<file path="config.mk">
export PLATFORM = sky130hd
export DESIGN_NAME = fp_normalizer
export DESIGN_NICKNAME = d
export VERILOG_FILES = /design/src/rtl/fp_pkg.sv /design/src/rtl/fp_rounder.sv /design/src/rtl/fp_normalizer.sv
export SDC_FILE = /design/constraint.sdc
export NUM_CORES = 1
export LEC_CHECK = 0
export BUFFER_PORTS_ARGS = -buffer_cell sky130_fd_sc_hd__buf_2
export CORE_UTILIZATION = 28
export DETAILED_ROUTE_END_ITERATION = 6
export PLACE_DENSITY = 0.6
export SYNTH_ARGS = -nofsm -noshare
export SYNTH_HDL_FRONTEND = slang
export SYNTH_HIERARCHICAL = 1
export SYNTH_SLANG_ARGS = --single-unit
</file>
<file path="constraint.sdc">
create_clock -name clk -period 2.92 [get_ports clk]
set_input_delay 0.292 -clock clk [delete_from_list [all_inputs] [get_ports clk]]
set_output_delay 0.292 -clock clk [all_outputs]
set_load 0.05 [all_outputs]
</file>
<file path="src/rtl/fp_pkg.sv">
// Shared types and constants for the FP adder back end (normalizer and rounder).
// Latency: none (types, constants and a combinational pack helper only).
// Backpressure: not applicable.
package fp_pkg;

    localparam int EXP_W = 8;
    localparam int MAN_W = 23;
    localparam logic [EXP_W-1:0] EXP_MAX = 8'hFF;
    localparam int BIAS = 127;

    typedef struct packed {
        logic             sign;
        logic [EXP_W-1:0] exp;
        logic [MAN_W-1:0] frac;
    } fp32_t;

    typedef enum logic [2:0] {
        S_IDLE,
        S_CHECK,
        S_SHIFT,
        S_ROUND,
        S_DONE
    } fsm_state_t;

    function automatic fp32_t pack_fp(input logic             sign,
                                      input logic [EXP_W-1:0] exp,
                                      input logic [MAN_W-1:0] frac);
        fp32_t r;
        r.sign = sign;
        r.exp  = exp;
        r.frac = frac;
        return r;
    endfunction

endpackage

</file>
<file path="src/rtl/fp_rounder.sv">
// Round-to-nearest-even of a packed exponent/fraction pair using guard, round and sticky bits.
// Latency: combinational, zero cycles.
// Backpressure: none; the caller owns sequencing.
module fp_rounder
    import fp_pkg::*;
(
    input  logic [EXP_W-1:0] biased_exp,
    input  logic [MAN_W-1:0] frac,
    input  logic [2:0]       grs,
    output logic [EXP_W-1:0] rounded_exp,
    output logic [MAN_W-1:0] rounded_frac
);

    logic             round_up;
    logic [MAN_W:0]   frac_inc;

    // Round up above half, or on an exact tie when the LSB is odd; a fraction carry bumps the
    // exponent, which also turns a max subnormal into the min normal and 254 into Inf.
    always_comb begin
        round_up = grs[2] & (grs[1] | grs[0] | frac[0]);
        frac_inc = {1'b0, frac} + {{MAN_W{1'b0}}, round_up};
        if (frac_inc[MAN_W]) begin
            rounded_exp  = biased_exp + EXP_W'(1);
            rounded_frac = '0;
        end else begin
            rounded_exp  = biased_exp;
            rounded_frac = frac_inc[MAN_W-1:0];
        end
    end

endmodule

</file>
<file path="src/rtl/fp_normalizer.sv">
// Iterative post-add normalizer packing IEEE-754 single; FP_ROUND_NEAREST_EN adds an RNE ROUND state.
// Latency: 2 cycles (specials) up to 27 cycles (23 left shifts plus round); one operation in flight.
// Backpressure: in_ready only in IDLE; result held in DONE until out_ready, no accept on that cycle.
module fp_normalizer
    import fp_pkg::*;
(
    input  logic               clk,
    input  logic               rst_n,
    input  logic               in_valid,
    output logic               in_ready,
    input  logic               in_sign,
    input  logic [EXP_W-1:0]   in_exp,
    input  logic [MAN_W+1:0]   in_sum,
    input  logic [2:0]         in_grs,
    output logic               out_valid,
    input  logic               out_ready,
    output logic [31:0]        out_result,
    output logic [4:0]         out_cycles
);

    fsm_state_t        state_q;
    logic              sign_q;
    logic [EXP_W-1:0]  exp_q;
    logic [MAN_W+1:0]  sum_q;
    logic [31:0]       result_q;
    logic [4:0]        cycles_q;
    logic              out_valid_q;
    logic              in_ready_q;

    logic [EXP_W-1:0]  eff_exp;
    logic [EXP_W-1:0]  exp_inc;
    logic [EXP_W-1:0]  fin_exp;
    logic              shift_in;

`ifdef FP_ROUND_NEAREST_EN
    logic [2:0]        grs_q;
    logic [EXP_W-1:0]  rnd_exp;
    logic [MAN_W-1:0]  rnd_frac;

    fp_rounder u_rounder (
        .biased_exp   (exp_q),
        .frac         (sum_q[MAN_W-1:0]),
        .grs          (grs_q),
        .rounded_exp  (rnd_exp),
        .rounded_frac (rnd_frac)
    );

    assign shift_in = grs_q[2];
`else
    logic unused_grs;
    assign unused_grs = ^in_grs;
    assign shift_in   = 1'b0;
`endif

    // Exponent 0 scales like exponent 1; a stopped (unnormalized) result encodes exponent 0.
    always_comb begin
        eff_exp = (exp_q == '0) ? EXP_W'(1) : exp_q;
        exp_inc = eff_exp + EXP_W'(1);
        fin_exp = sum_q[MAN_W] ? eff_exp : '0;
    end

    // Control FSM and datapath: capture, classify, one shift per cycle, optional round, hold result.
    always_ff @(posedge clk or negedge rst_n) begin
        if (!rst_n) begin
            state_q     <= S_IDLE;
            sign_q      <= 1'b0;
            exp_q       <= '0;
            sum_q       <= '0;
            result_q    <= '0;
            cycles_q    <= '0;
            out_valid_q <= 1'b0;
            in_ready_q  <= 1'b1;
`ifdef FP_ROUND_NEAREST_EN
            grs_q       <= '0;
`endif
        end else begin
            case (state_q)
                S_IDLE: begin
                    if (in_valid) begin
                        sign_q     <= in_sign;
                        exp_q      <= in_exp;
                        sum_q      <= in_sum;
                        cycles_q   <= '0;
                        in_ready_q <= 1'b0;
                        state_q    <= S_CHECK;
`ifdef FP_ROUND_NEAREST_EN
                        grs_q      <= in_grs;
`endif
                    end
                end
                S_CHECK: begin
                    if (exp_q == EXP_MAX) begin
                        result_q    <= pack_fp(sign_q, EXP_MAX, sum_q[MAN_W-1:0]);
                        out_valid_q <= 1'b1;
                        state_q     <= S_DONE;
                    end else if (sum_q == '0) begin
                        result_q    <= '0;
                        out_valid_q <= 1'b1;
                        state_q     <= S_DONE;
                    end else begin
                        state_q     <= S_SHIFT;
                    end
                end
                S_SHIFT: begin
                    if (sum_q[MAN_W+1]) begin
                        sum_q    <= {1'b0, sum_q[MAN_W+1:1]};
                        exp_q    <= exp_inc;
                        cycles_q <= cycles_q + 5'd1;
`ifdef FP_ROUND_NEAREST_EN
                        grs_q    <= {sum_q[0], 1'b0, |grs_q};
`endif
                        if (exp_inc == EXP_MAX) begin
                            result_q    <= pack_fp(sign_q, EXP_MAX, '0);
                            out_valid_q <= 1'b1;
                            state_q     <= S_DONE;
                        end
                    end else if (sum_q[MAN_W] || (exp_q <= EXP_W'(1))) begin
`ifdef FP_ROUND_NEAREST_EN
                        exp_q       <= fin_exp;
                        state_q     <= S_ROUND;
`else
                        result_q    <= pack_fp(sign_q, fin_exp, sum_q[MAN_W-1:0]);
                        out_valid_q <= 1'b1;
                        state_q     <= S_DONE;
`endif
                    end else begin
                        sum_q    <= {sum_q[MAN_W:0], shift_in};
                        exp_q    <= exp_q - EXP_W'(1);
                        cycles_q <= cycles_q + 5'd1;
`ifdef FP_ROUND_NEAREST_EN
                        grs_q    <= {grs_q[1], grs_q[0], grs_q[0]};
`endif
                    end
                end
`ifdef FP_ROUND_NEAREST_EN
                S_ROUND: begin
                    result_q    <= pack_fp(sign_q, rnd_exp, rnd_frac);
                    out_valid_q <= 1'b1;
                    state_q     <= S_DONE;
                end
`endif
                S_DONE: begin
                    if (out_ready) begin
                        out_valid_q <= 1'b0;
                        in_ready_q  <= 1'b1;
                        state_q     <= S_IDLE;
                    end
                end
                default: begin
                    out_valid_q <= 1'b0;
                    in_ready_q  <= 1'b1;
                    state_q     <= S_IDLE;
                end
            endcase
        end
    end

    assign in_ready   = in_ready_q;
    assign out_valid  = out_valid_q;
    assign out_result = result_q;
    assign out_cycles = cycles_q;

endmodule

</file>
==> reports/metrics.yaml, run 1 <==
run_status:
  outcome: "finished, final reports clean"
floorplanning:
  dieArea_sq_mm: 0.0153
  fp.coreArea_sq_mm: 0.0145
  die_x_microns: 124
  rows: 44
  initial_utilization_pct: 28.6
  ios: 80
  die_y_microns: 124
global_route:
  grt_use_total_pct: 16.8
  gr-total-overflow: 0
  grt_max_degree: 77
  grt_pass1_wl_mm: 19.5
  grt_pass1_vias: 3710
  antenna_found_initial: 0
clock_network:
  cts_buffers: 9
  clk_path_buf_depth: 2
  cts.sinks: 76
  post_cts_buffers: 0
  htree_levels: 3
  clk_pin_slew_worst_paths_ns: 0.06
  clk_latency_ns: 0.34
  ctsResizeCount: 0
  cts_tree: "built"
  root_buffer: "clkbuf_16"
  ctsHoldBuffers: 0
worst_setup_path:
  critical-path-top-delay-family: "simple AND/OR/NAND/NOR gates"
  required_ns: 3.17
  cpPeakStageDelay_ns: 0.57
  rr_worst_depth: 6
  cp-end-kind: "register"
  crit_path_start_kind: "register"
  regToRegStartpoint: "exp_q[5]$_DFFE_PN0P_"
  crit_arrival_ns: 3.02
  critPathKind: "register to register"
  crit_chain: "or4_4 > or4_1 > and2_1 > a221oi_4 > buf_4 > mux2i_1"
  slowest_stage: "or4_4"
  worst-path-buf-inv: 1
  path_max_fanout: 18
  regToRegSetupSlack_ns: 0.16
  r2r-end: "out_result[20]$_DFFE_PN0P_"
layout:
  layout-drive-gt1-share_pct: 25.1
  fill_cells: 1536
  nNetsFinal: 579
  num_antenna_cells: 0
  area_growth_pct: 22.9
routing:
  drt_iter0_drc: 246
  dr.pass1.iters: 5
  avgViaCountPerCell: 5.09
  ant_nets: 0
  vias: 3673
  wl_mm: 11.9
  wl_per_cell_microns: 16.5
  route.detailed.drc: 0
pwr:
  finalPower_uw: 6330
  peakVddDrop_v: 0.000440
  leakagePower_uw: 0.00229
  powerDensity_mw_per_mm2: 1240
synthesis:
  yosysSeqAreaShare_pct: 45.8
  synth_top_area_share_pct: 45.1
  synth_area_per_cell_sq_um: 9.06
  syn_area_sq_mm: 0.00416
  synth-seq-cells: 76
  synth_area_leaders: "dfrtp_1 (45%), o21ai_0 (6.7%), nand2_1 (6.0%), mux2i_1 (5.8%), a221oi_1 (4.8%)"
  ys_async_sr_fraction_pct: 100
  synth_fp_nets: 506
  syn_inst: 459
  yosysUniqueCellTypes: 46
  synth_edf_count: 0
  ys_warn_count: 6
  ys.flop_type: "dfrtp_1"
  yosysTopAreaCell: "dfrtp_1"
timing:
  tns_ns: 0
  finalCritPeriodShare_pct: 94.7
  fin_crit_ns: 2.76
  hold_viol: 0
  skew_ns: 0.00996
  clock.fmax_mhz: 362
  relSlewSlack_pct: 34.2
  rsz0062_at_grt: "false"
  slew_violations: 0
  setup_viol_count_final: 0
  worst_pin_slew_ns: 0.987
placement:
  dpl.hpwl_mm: 8.23
  gp_congestion: 0.838
  port_buffers: 76
min_path:
  hold_class: "input pin to async pin"
flow_run:
  maxCapViolCount: 0
## sequential cells by signal, summed over array words and instances (netlist names)
name,flops
exp_q,8
in_ready,1
out_cycles,5
out_result,32
out_valid,1
sign_q,1
state_q,3
sum_q,25
## cells in the mapped netlist, types with 6 or more instances
library cell	n
mux2_4	6
nor2_1	20
nor3_1	11
inv_1	31
nand4_1	7
mux2i_1	24
a221oi_1	23
nor4_1	6
ha_1	6
clkbuf_1	32
nand3_1	9
a21oi_1	21
dfrtp_1	75
o21ai_0	56
nand2_1	66
## report_power, final
part / internal [uW] / leakage, uW / switching (uW)
combinational: 1060 / 0.00115 / 2160
clock: 710 / 0.000152 / 452
sequential: 1510 / 0.000980 / 432
## cell usage in the layout (no fill, tap or decap), types with 2 or more instances in the layout
| master | netlist | routed |
|---|---|---|
| o22ai_1 | 4 | 4 |
| buf_2 | 0 | 75 |
| xor2_1 | 5 | 5 |
| clkbuf_8 | 0 | 2 |
| nor2b_1 | 2 | 2 |
| dfrtp_1 | 75 | 75 |
| nand2b_1 | 5 | 5 |
| nand2_1 | 66 | 66 |
| clkbuf_16 | 0 | 9 |
| clkinv_4 | 0 | 2 |
| a31oi_1 | 5 | 5 |
| inv_1 | 31 | 31 |
| mux2_4 | 6 | 6 |
| a221oi_1 | 23 | 23 |
| o21ai_1 | 5 | 5 |
| o21ai_0 | 56 | 56 |
| nand3_1 | 9 | 9 |
| nand4_1 | 7 | 7 |
| o211ai_1 | 2 | 2 |
| and2_1 | 2 | 2 |
| a211oi_1 | 3 | 3 |
| o31ai_1 | 4 | 4 |
| nor3_1 | 11 | 10 |
| mux2i_1 | 24 | 24 |
| nor4_1 | 6 | 6 |
| nor2_1 | 20 | 19 |
| a21oi_1 | 21 | 20 |
| ha_1 | 6 | 6 |
| buf_4 | 1 | 24 |
| a22oi_1 | 2 | 2 |
| mux2_2 | 5 | 5 |
## final cells by class
| class | instances | area (sq um) | share of cell area, % |
|---|---|---|---|
| clock buffer | 11 | 253 | 4.94 |
| clock inverter | 5 | 60.1 | 1.17 |
| inverter | 31 | 116 | 2.28 |
| multi-input combinational | 314 | 1970 | 38.6 |
| sequential | 76 | 1900 | 37.2 |
| tap | 184 | 230 | 4.50 |
| timing repair buffer | 100 | 576 | 11.3 |
## per-layer routing
| metal | global-route usage [%] | up-vias | part of all wire [%] |
|---|---|---|---|
| met5 | 0 | - | 0 |
| met4 | 5.87 | 0 | 1.7 |
| met3 | 4.03 | 13 | 5.6 |
| met2 | 24.7 | 112 | 45 |
| met1 | 23.8 | 1779 | 48 |
| li1 | - | 1769 | - |
## worst max-delay path by stage
stage                                     from                    endpoint  slack (ns)  cells after the start
after floorplan           exp_q[4]$_DFFE_PN0P_  out_result[25]$_DFFE_PN0P_         0.1                      8
after global placement    exp_q[5]$_DFFE_PN0P_  out_result[20]$_DFFE_PN0P_        0.24                      6
after detailed placement  exp_q[5]$_DFFE_PN0P_  out_result[20]$_DFFE_PN0P_        0.15                      6
after CTS                 exp_q[5]$_DFFE_PN0P_  out_result[20]$_DFFE_PN0P_        0.13                      6
after global routing      exp_q[5]$_DFFE_PN0P_  out_result[20]$_DFFE_PN0P_       0.006                      6
final                     exp_q[5]$_DFFE_PN0P_  out_result[20]$_DFFE_PN0P_        0.16                      6
## metrics by stage
step           hold slack, ns  area (sq um)  util, %  setup slack [ns]  std cells
2_1_floorplan        -0.00359          4160        -            0.0981        459
3_3_place_gp            0.469          4800     33.0             0.237        705
3_5_place_dp            0.471          4800     33.0             0.150        705
4_1_cts                 0.173          5110     35.2             0.133        721
5_1_grt                 0.187          5110     35.2           0.00578        721
6_report                0.124          5110     35.2             0.155        721
## logic make-up after synthesis
kind of cell	Yosys count	share of synthesized area [%]
adders and majority gates	6	1.81
DFF	76	45.8
and+or+nand+nor	136	15.1
buffers and inverters	69	7.04
AOI/OAI and AO/OA	131	19.8
muxes	35	9.30
xor gates and xnor gates	6	1.26
Power figures use the tool's default switching activity.
==> run 2: changes to the inputs <==
--- a/config.mk
+++ b/config.mk
@@ -9,6 +9,7 @@
 export CORE_UTILIZATION = 28
 export DETAILED_ROUTE_END_ITERATION = 6
 export PLACE_DENSITY = 0.6
+export SETUP_SLACK_MARGIN = 0.4
 export SYNTH_ARGS = -nofsm -noshare
 export SYNTH_HDL_FRONTEND = slang
 export SYNTH_HIERARCHICAL = 1
==> reports/metrics.yaml, run 2 (synthesis gave the netlist of run 1 again) <==
pwr:
  leakagePower_uw: 0.00232  # +1.7%
  peakVddDrop_v: 0.000461  # +4.8%
  powerDensity_mw_per_mm2: 1240  # about the same
  finalPower_uw: 6480  # +2.5%
clock_network:
  clk_latency_ns: 0.34  # about the same
  clk_path_buf_depth: 2  # unchanged
  cts.sinks: 76  # unchanged
  cts_buffers: 9  # unchanged
  clk_pin_slew_worst_paths_ns: 0.06  # about the same
  ctsHoldBuffers: 0  # unchanged
  root_buffer: "clkbuf_16"
  htree_levels: 3  # unchanged
  cts_tree: "built"
timing:
  rsz0062_at_grt: "true"
  skew_ns: 0.00760  # -0.00236 ns
  finalCritPeriodShare_pct: 88.1  # -6.6 points
  setup_slack_ns: 0.347  # +0.192 ns
  worst_pin_slew_ns: 0.995  # +0.00855 ns
  setup_viol_count_final: 0  # unchanged
  slew_violations: 0  # unchanged
  fin_crit_ns: 2.57  # -0.192 ns
  clock.fmax_mhz: 389  # +7.5%
  tns_ns: 0  # unchanged
  relSlewSlack_pct: 33.6  # -0.57 points
  hold_viol: 0  # unchanged
worst_setup_path:
  critPathKind: "register to register"
  rr_worst_depth: 7  # +1
  required_ns: 3.14  # -0.03 ns
  crit_arrival_ns: 2.80  # -0.22 ns
  crit_path_start_kind: "register"
  path_max_fanout: 5  # -13
  cp-end-kind: "register"
global_route:
  grt_use_total_pct: 15.8  # -0.99 points
  grt_pass1_vias: 3608  # -2.7%
  gr-total-overflow: 0  # unchanged
  grt_pass1_wl_mm: 18.5  # -5.0%
  antenna_found_initial: 0  # unchanged
  grt_max_degree: 77  # unchanged
layout:
  num_antenna_cells: 0  # unchanged
  design_area_sq_mm: 0.00524  # +2.5%
  layout-drive-gt1-share_pct: 27.3  # +2.2 points
  largest_reg_flops: 32  # unchanged
  nNetsFinal: 584  # +0.86%
  final_cell_mix: "buf_2 (75), dfrtp_1 (74), nand2_1 (66)"
  instances_no_fill: 726  # +0.69%
  area_growth_pct: 26.0
  final_common_cell: "buf_2"
floorplanning:
  die_x_microns: 124  # unchanged
  die_y_microns: 124  # unchanged
  initial_utilization_pct: 28.6  # unchanged
  rows: 44  # unchanged
  fp.coreArea_sq_mm: 0.0145  # unchanged
  ios: 80  # unchanged
  dieArea_sq_mm: 0.0153  # unchanged
flow_run:
  maxCapViolCount: 0  # unchanged
routing:
  avgViaCountPerCell: 5.15  # +1.1%
  ant_nets: 0  # unchanged
  route.detailed.drc: 0  # unchanged
  vias: 3738  # +1.8%
  drt_iter0_drc: 299  # +22%
  dr.pass1.iters: 4  # -1
  wl_per_cell_microns: 16.0  # -3.1%
  wl_mm: 11.6  # -2.5%
placement:
  gp_congestion: 0.856  # +2.2%
  place_inst: 699  # -0.85%
  dpl.hpwl_mm: 7.60  # -7.6%
  port_buffers: 76  # unchanged
  post-place-ws_ns: 0.153  # +0.00324 ns
  placed_cell_area_sq_mm: 0.00478  # -0.42%
run_status:
  outcome: "finished, final reports clean"
min_path:
  hold_class: "input pin to async pin"
-- run 2: cell count changes in the layout (fill, tap and decap cells not counted), moves of 2 or more --
cell     previous run  this run
o21ai_0            56        50
o21ai_1             5        11
buf_12              1         3
buf_6               0         2
inv_1              31        29
inv_2               0         2
-- run 2: worst max-delay path: stages (launching register included) --
cell	delay (ns)
dfrtp_1	0.38
or4_4	0.54
or4_4	0.43
and2_4	0.19
a221oi_4	0.31
buf_6	0.16
buf_12	0.12
mux2_2	0.32
-- run 2: routing by layer --
metal  share of wire, %  routed length [microns]  global-route usage (%)
met1                 47                     5450                    21.3
met2                 44                     5170                    23.5
met3                7.4                      861                    4.90
met4                1.3                      152                    5.95
met5                  0                        0                       0
-- run 2: final cells by class --
cell class                 count  area [sq um]
tap                          184           230
timing repair buffer         105           683
multi-input combinational    314          2000
inverter                      31           116
fill                        1513          9300
sequential                    76          1900
clock buffer                  10           239
clock inverter                 6          63.8
-- run 2: worst paths after layout --
kind	startpoint	endpoint	slack, ns
setup / recovery	exp_q[4]$_DFFE_PN0P_	out_result[23]$_DFFE_PN0P_	0.35
hold / removal	rst_n	out_result[11]$_DFFE_PN0P_	0.11
setup reg to reg	exp_q[4]$_DFFE_PN0P_	out_result[23]$_DFFE_PN0P_	0.35
hold reg to reg	in_ready$_DFFE_PN1P_	in_ready$_DFFE_PN1P_	0.48
max in group asynchronous	rst_n	exp_q[5]$_DFFE_PN0P_	2.09
min in group clk	in_sum[24]	sum_q[24]$_DFFE_PN0P_	0.15
-- run 2: through the flow --
stage / hold slack [ns] / util [%]
2_1_floorplan: -0.00359 / -
3_3_place_gp: 0.465 / 32.9
3_5_place_dp: 0.471 / 32.9
4_1_cts: 0.143 / 35.5
5_1_grt: 0.154 / 36.0
6_report: 0.112 / 36.0
-- run 2: timing repair --
action	in CTS	in global routing
gates resized for setup	7	10
cloned	1	1
pin swaps	2	4
buffers inserted	5	4
endpoints found under the setup margin	63	55
-- run 2: power breakdown --
part	internal, uW	switching [uW]	total (uW)
clock	683	458	1140
combinational	1200	2190	3390
sequential	1510	445	1950
==> run 3: changes to the inputs <==
--- a/config.mk
+++ b/config.mk
@@ -6,9 +6,11 @@
 export NUM_CORES = 1
 export LEC_CHECK = 0
 export BUFFER_PORTS_ARGS = -buffer_cell sky130_fd_sc_hd__buf_2
+export CELL_PAD_IN_SITES_DETAIL_PLACEMENT = 1
+export CELL_PAD_IN_SITES_GLOBAL_PLACEMENT = 1
 export CORE_UTILIZATION = 28
 export DETAILED_ROUTE_END_ITERATION = 6
-export PLACE_DENSITY = 0.6
+export PLACE_DENSITY_LB_ADDON = 0.3
 export SETUP_SLACK_MARGIN = 0.4
 export SYNTH_ARGS = -nofsm -noshare
 export SYNTH_HDL_FRONTEND = slang
==> reports/metrics.yaml, run 3 (synthesis gave the netlist of run 1 again) <==
layout:
  instances_no_fill: 734  # +1.1%
  design_area_sq_mm: 0.00554  # +5.7%
  final_common_cell: "buf_2"
  area_growth_pct: 33.1
  largest_reg_flops: 32  # unchanged
  layout-drive-gt1-share_pct: 33.1  # +5.8 points
  nNetsFinal: 595  # +1.9%
  final_core_util_pct: 38.1  # +2.0 points
  num_antenna_cells: 0  # unchanged
  final_cell_mix: "buf_2 (75), dfrtp_1 (74), nand2_1 (66)"
placement:
  dpl.hpwl_mm: 8.55  # +13%
  gp_congestion: 0.855  # -0.14%
  placed_cell_area_sq_mm: 0.00482  # +0.79%
  place_inst: 704  # +0.72%
  port_buffers: 76  # unchanged
timing:
  setup_viol_count_final: 0  # unchanged
  worst_pin_slew_ns: 0.989  # -0.00671 ns
  slew_violations: 0  # unchanged
  fin_crit_ns: 2.62  # +0.0442 ns
  relSlewSlack_pct: 34.1  # +0.45 points
  finalCritPeriodShare_pct: 89.6  # +1.5 points
  rsz0062_at_grt: "true"
  clock.fmax_mhz: 382  # -1.7%
  tns_ns: 0  # unchanged
  hold_viol: 0  # unchanged
  skew_ns: 0.00507  # -0.00253 ns
routing:
  avgViaCountPerCell: 5.24  # +1.7%
  wl_per_cell_microns: 18.1  # +13%
  dr.pass1.iters: 4  # unchanged
  route.detailed.drc: 0  # unchanged
  vias: 3845  # +2.9%
  ant_nets: 0  # unchanged
  drt_iter0_drc: 198  # -34%
  wl_mm: 13.3  # +14%
clock_network:
  clk_pin_slew_worst_paths_ns: 0.06  # about the same
  cts_tree: "built"
  cts.sinks: 76  # unchanged
  cts_buffers: 9  # unchanged
  clk_path_buf_depth: 2  # unchanged
  clk_latency_ns: 0.34  # about the same
  ctsHoldBuffers: 0  # unchanged
  root_buffer: "clkbuf_16"
  htree_levels: 3  # unchanged
worst_setup_path:
  critPathKind: "register to register"
  crit_arrival_ns: 2.84  # +0.04 ns
  crit_chain: "or4_4 > or4_4 > and2_4 > a221oi_4 > buf_6 > buf_12 > mux2_2"
  cpPeakStageDelay_ns: 0.56  # +0.02 ns
  worst-path-buf-inv: 2  # unchanged
  cp-end-kind: "register"
  worst_path_most_repeated_cell: "or4_4"
  crit_path_start_kind: "register"
  path_max_fanout: 6  # +1
  required_ns: 3.14  # about the same
  slowest_stage: "or4_4"
  critical-path-top-delay-family: "simple AND/OR/NAND/NOR gates"
global_route:
  grt_pass1_wl_mm: 21.0  # +14%
  grt_pass1_vias: 3971  # +10%
  grt_max_degree: 77  # unchanged
  grt_use_total_pct: 18.1  # +2.3 points
  antenna_found_initial: 0  # unchanged
  gr-total-overflow: 0  # unchanged
floorplanning:
  ios: 80  # unchanged
  rows: 44  # unchanged
  dieArea_sq_mm: 0.0153  # unchanged
  die_x_microns: 124  # unchanged
  die_y_microns: 124  # unchanged
  fp.coreArea_sq_mm: 0.0145  # unchanged
  initial_utilization_pct: 28.6  # unchanged
pwr:
  leakagePower_uw: 0.00245  # +5.3%
  peakVddDrop_v: 0.000394  # -15%
  powerDensity_mw_per_mm2: 1280  # +3.1%
  finalPower_uw: 7070  # +9.0%
run_status:
  outcome: "finished, final reports clean"
min_path:
  hold_class: "input pin to async pin"
flow_run:
  maxCapViolCount: 0  # unchanged
## run 3: cell types whose count changed in the layout (fill, tap and decap cells not counted), sizes merged
cell	change
clkinv	-2
clkbuf	+3
clkinvlp	-2
bufinv	+1
buf	+8
## run 3: worst register-to-register path, cell delays in order, from the launching register on
cell	delay (ns)
dfrtp_1	0.39
or4_4	0.56
or4_4	0.44
and2_4	0.19
a221oi_4	0.30
buf_6	0.19
buf_12	0.13
mux2_2	0.33
## run 3: routing by layer
metal / track usage, % / routed length, microns / vias up
met1: 23.2 / 5990 / 1929
met3: 3.66 / 563 / 17
li1: - / - / 1803
met2: 30.0 / 6520 / 96
met4: 6.55 / 219 / 0
met5: 0 / 0 / -
## run 3: final timing paths
path | startpoint | endpoint | slack [ns] | depth (start not counted)
max | exp_q[3]$_DFFE_PN0P_ | out_result[31]$_DFFE_PN0P_ | 0.30 | 7
min | rst_n | out_cycles[3]$_DFFE_PN0P_ | 0.12 | 1
max reg2reg | exp_q[3]$_DFFE_PN0P_ | out_result[31]$_DFFE_PN0P_ | 0.30 | 7
min reg2reg | in_ready$_DFFE_PN1P_ | in_ready$_DFFE_PN1P_ | 0.49 | 2
max in group asynchronous | rst_n | exp_q[0]$_DFFE_PN0P_ | 2.11 | 1
min in group clk | in_sum[24] | sum_q[24]$_DFFE_PN0P_ | 0.17 | 3
## run 3: repair_timing
action,4_1_cts,5_1_grt
gates resized for setup,9,84
pin swaps,3,17
endpoints found under the setup margin,61,62
endpoints found under the hold margin,0,0
cloned,1,5
buffers inserted,5,6
## run 3: area by class of cell
| cell class | instances | area, sq um |
|---|---|---|
| well taps | 184 | 230 |
| fillers | 1711 | 9000 |
| repair buffers | 116 | 865 |
| flip-flops and latches | 76 | 1900 |
| clock buffers | 10 | 229 |
| clock inverters | 3 | 65.1 |
| inverters | 31 | 116 |
| multi-input cells | 314 | 2130 |
## run 3: per-stage QoR
| stage | hold slack [ns] | setup WS [ns] |
|---|---|---|
| CTS | 0.160 | 0.348 |
| detailed placement | 0.485 | 0.189 |
| global route | 0.190 | 0.235 |
| global placement | 0.469 | 0.256 |
| finish | 0.117 | 0.303 |
| floorplan | -0.00359 | 0.201 |
## run 3: where the power goes
part           internal, uW  switching, uW  total, uW
clock                   733            429       1160
sequential             1510            461       1970
combinational          1490           2440       3940
total                  3730           3330       7070
